File: config.mk
export PLATFORM = sky130hd
export DESIGN_NAME = bpa4
export DESIGN_NICKNAME = d
export VERILOG_FILES = /design/src/rtl/bpa4.sv
export SDC_FILE = /design/constraint.sdc
export NUM_CORES = 1
export LEC_CHECK = 0
export ABC_AREA = 0
export BUFFER_PORTS_ARGS = -buffer_cell sky130_fd_sc_hd__buf_2
export CORE_AREA = 2 2 39 41
export CTS_CLUSTER_DIAMETER = 60
export DETAILED_ROUTE_END_ITERATION = 10
export DIE_AREA = 0 0 41 43
export GPL_TIMING_DRIVEN = 0
export PLACE_DENSITY = 0.39
export SYNTH_ARGS = -nofsm -noshare
export SYNTH_HDL_FRONTEND = slang
export SYNTH_SLANG_ARGS = --single-unit
File: constraint.sdc
create_clock -name clk -period 3.4 [get_ports clk]
set_clock_uncertainty 0.1 [all_clocks]
set_input_delay 0.68 -clock clk [delete_from_list [all_inputs] [get_ports clk]]
set_output_delay 0.68 -clock clk [all_outputs]
set_load 0.03 [all_outputs]
File: src/rtl/bpa4.sv
// ============================================================================
// Module   : bpa4
// Purpose  : 4-bit ripple-carry parallel adder with a registered sum/carry.
//            Optional macro BPA_FLAGS_EN adds registered ovf and zero flags.
// Revision : 1.0  initial release
// ============================================================================
`default_nettype none

module bpa4 (
  input  logic clk,
  input  logic reset_n,
  input  logic a3,
  input  logic a2,
  input  logic a1,
  input  logic a0,
  input  logic b3,
  input  logic b2,
  input  logic b1,
  input  logic b0,
  input  logic c_in,
  output logic s3,
  output logic s2,
  output logic s1,
  output logic s0,
  output logic c_out
`ifdef BPA_FLAGS_EN
  ,
  output logic ovf,
  output logic zero
`endif
);

  logic [3:0] w_a;
  logic [3:0] w_b;
  logic [3:0] w_s;
  logic [4:0] w_c;
  logic [3:0] r_s;
  logic       r_c_out;

  assign w_a    = {a3, a2, a1, a0};
  assign w_b    = {b3, b2, b1, b0};
  assign w_c[0] = c_in;

  // Explicit ripple of four full adders; carry i+1 depends only on stage i.
  for (genvar i = 0; i < 4; i++) begin : g_fa
    assign w_s[i]   = w_a[i] ^ w_b[i] ^ w_c[i];
    assign w_c[i+1] = (w_a[i] & w_b[i]) | (w_c[i] & (w_a[i] ^ w_b[i]));
  end

  always_ff @(posedge clk) begin
    if (!reset_n) begin
      r_s     <= 4'b0000;
      r_c_out <= 1'b0;
    end else begin
      r_s     <= w_s;
      r_c_out <= w_c[4];
    end
  end

  assign {s3, s2, s1, s0} = r_s;
  assign c_out            = r_c_out;

`ifdef BPA_FLAGS_EN
  logic r_ovf;
  logic r_zero;

  // Signed overflow: carry into the sign bit differs from carry out of it.
  always_ff @(posedge clk) begin
    if (!reset_n) begin
      r_ovf  <= 1'b0;
      r_zero <= 1'b0;
    end else begin
      r_ovf  <= w_c[3] ^ w_c[4];
      r_zero <= (w_s == 4'b0000);
    end
  end

  assign ovf  = r_ovf;
  assign zero = r_zero;
`endif

endmodule

`default_nettype wire

## Word-level counts from Yosys, hierarchy flattened

Index checks and enable logic that the tools add are counted.

| word-level totals | value |
|---|---|
| input bits | 11 |
| register bits | 5 |
| output and inout bits | 5 |
| word-level logic and storage cells | 22 |

| operators by class | value |
|---|---|
| bitwise gates (word level) | 20 |

Operator list:

| operator | count |
|---|---|
| 1-bit bitwise AND | 8 |
| 1-bit bitwise XOR | 8 |
| 1-bit bitwise OR | 4 |

## Logic depth before layout (Yosys ltp)

| logic depth | value |
|---|---|
| depth after elaboration | 9 |
| mapped depth | 8 |
| depth with buffers taken out | 8 |

## Worst setup path after synthesis

No wires, ideal clock.

| timing path | value |
|---|---|
| path type | input -> register |
| start point | input port a0 |
| end point | register r_s[3] |
| cell stages on the path | 8 |
| slack | 917 ps |
| setup time | 57 ps |
| required time | 3243 ps |
| arrival time | 2326 ps |
| path buffers | 0 |
| cells stage by stage | fa_1 inv_1 fa_1 inv_1 fa_1 inv_1 fa_1 and2b_2 |

| between the ends | value |
|---|---|
| cells in the longest elaborated chain, start to end | 8 |
| elaborated cells between the ends (all ways) | 9 |
| those cells by class | bitwise (9) |

RTL lines:

| what | RTL line | text |
|---|---|---|
| from (decl) | 15 | `input logic a0,` |
| 1-bit bitwise XOR | 47 | `assign w_c[i+1] = (w_a[i] & w_b[i]) \| (w_c[i] & (w_a[i] ^ w_b[i]));` |
| 1-bit bitwise AND | 47 |  |
| 1-bit bitwise OR * | 47 |  |
| 1-bit bitwise AND * | 47 |  |
| 1-bit bitwise OR * | 47 |  |
| 1-bit bitwise AND * | 47 |  |
| 1-bit bitwise OR * | 47 |  |
| 1-bit bitwise XOR * | 46 | `assign w_s[i] = w_a[i] ^ w_b[i] ^ w_c[i];` |
| to (signal assigned) | 55 | `r_s <= w_s;` |
| to (decl) | 37 | `logic [3:0] r_s;` |

Every way passes the cells marked *; elsewhere a longest branch is shown, timed or not.
A chain may end at the register's enable or synchronous reset.

## Worst setup path in the final report

Ends and elaborated chain as after synthesis.

==> run_results.csv <==
group,metric,value,unit
outcome,outcome,"finished clean",
floorplan,chipWidth,41,um
floorplan,initial_core_util,0.179,
setup_path,critPathMaxFanout,1,
synth,async_reset_ff_frac,0,
clocking,cts_resized,0,
setup_path,cp.arrival,2.50,ns
cells_and_area,synthToLayoutAreaGrowth,49.0,%
worst_hold_path,min_from,"reset_n",
grt,grt_pass1_vias,192,
clocking,postCtsHoldBufs,0,
cells_and_area,n_antenna_cell,0,
floorplan,chipHeight,43,um
setup_path,critPathCaptureType,"flip-flop",
grt,grt.total_usage,0.0566,
floorplan,core_area,1380,sq um
place,hpwl,350,um
grt,grt_max_degree,6,
synth,syn_nets,36,
floorplan,die_area,1760,sq um
synth,synth-edff-count,0,
cells_and_area,final_nets,56,
clocking,clk_pin_slew_worst_paths,0.04,ns
routing,finalWirelength,397,um
synth,ys.flop_type,"dfxtp_1",
synth,synth_cells,21,
synth,synth_cell_types,5,
pwr,p_total,176,uW
synth,yosysTopAreaCellShare,0.404,
pwr,p_leak,0.208,nW
clocking,cts_sinks,5,
routing,route.detailed.drc,0,
clocking,cts_max_path_buffers,2,
routing,drt-vias-per-instance,3.25,
pwr,irDropWorstVdd,0.0000721,V
routing,drtPass1Iterations,2,
routing,ant_nets,0,
synth,ys_top_cells_by_area,"dfxtp_1, fa_1, inv_1",
clocking,cts_setup_buffers,0,
setup_path,startpoint_type,"input port",
clocking,cts_tree,"done",
timing,drv_slew,0,
clocking,cts_root_buffer,"clkbuf_4",
cells_and_area,final_util,0.267,
cells_and_area,drive_gt1_frac,0.575,
timing,hold_viol,0,
synth,ys_ff_latch,5,
timing,post-route-min-period,2.42,ns
timing,finalSetupTns,0,ns
setup_path,crit_type,"in -> reg",
place,portBuffers,15,
setup_path,required,3.48,ns
timing,setup_viol,0,
routing,wl_per_cell,7.09,um
grt,grt_pass1_wl,607,um
floorplan,ioPinCount,16,
grt,overflow,0,
clocking,htreeDepth,1,
synth,yosysSeqAreaShare,0.404,
synth,yosysMostFrequentCell,"inv_1",
synth,yosysTopAreaCell,"dfxtp_1",
routing,dr.first_iter.drc_count,1,
synth,yosysWarnings,0,
timing,finalCritPeriodShare,0.711,
routing,vias,182,
synth,synthTopCellsByCount,"inv_1, dfxtp_1, fa_1",
timing,rsz0062_at_grt,"false",
setup_path,critPathLaunch,"a0",
pwr,powerDensity,477,nW/um^2
place,place.gp.congestion,0.585,
timing,worst_pin_slew,0.156,ns
clocking,numCtsBuffers,3,
synth,syn-cell-area,248,sq um
timing,fmax,0.414,GHz
synth,avgSynthCellArea,11.8,sq um
floorplan,core.rowCount,14,
worst_hold_path,holdCritPathClass,"in -> reg",
run,maxCapViolations,0,
grt,antenna_found_initial,0,
timing,max-slew-margin-rel,0.897,
[final timing paths]
kind | slack, ns | cells after the start | end
max | 0.98 | 9 | r_s[3]
min | 0.61 | 2 | r_s[2]
[stage by stage]
stage | std cells | area, sq um | hold WS [ns] | setup WS [ns]
after detailed placement | 52 | 343 | 0.854 | 0.749
after global routing | 56 | 369 | 0.613 | 0.908
final | 56 | 369 | 0.610 | 0.984
after global placement | 52 | 343 | 0.852 | 0.754
after CTS | 56 | 369 | 0.606 | 0.983
after floorplan | 21 | 248 | 0.716 | 0.917
[layout make-up]
cell class	count	area, sq um
timing repair buffer	15	75.1
tap	16	20.0
clock buffer	4	26.3
sequential	5	100
multi-input combinational	9	121
fill	154	1010
inverter	7	26.3
[report_power, final]
part           switching, mW  internal [mW]
registers            0.00106         0.0655
logic                 0.0249         0.0181
clock network         0.0223         0.0442
total                 0.0482          0.128
[cells by family after synthesis]
kind of cell | synth area share
buf+inv | 0.106
simple gates | 0.167
fa+ha+maj | 0.323
flops | 0.404
[critical path, stage by stage]
cell and delay, ns:
buf_2 0.11, fa_1 0.41, inv_1 0.07, fa_1 0.15
inv_1 0.05, fa_1 0.36, inv_1 0.08, fa_1 0.39
and2b_2 0.21
[flip-flops by register name, indices dropped and copies added, names as in the netlist]
register,count
r_s,4
c_out,1
[layout by cell type (no fill, tap or decap)]
cell type,count
fa_1,4
clkbuf_4,3
buf_2,15
inv_1,7
and2b_2,3
and2_2,2
clkbuf_1,1
dfxtp_1,5
[routing by layer]
metal,track usage,wire length [um],share of wire
met5,0,0,0
met4,0.0800,0,0
met3,0.0157,59,0.15
met2,0.100,232,0.58
met1,0.0295,105,0.26
(Power assumes the default switching activity.)
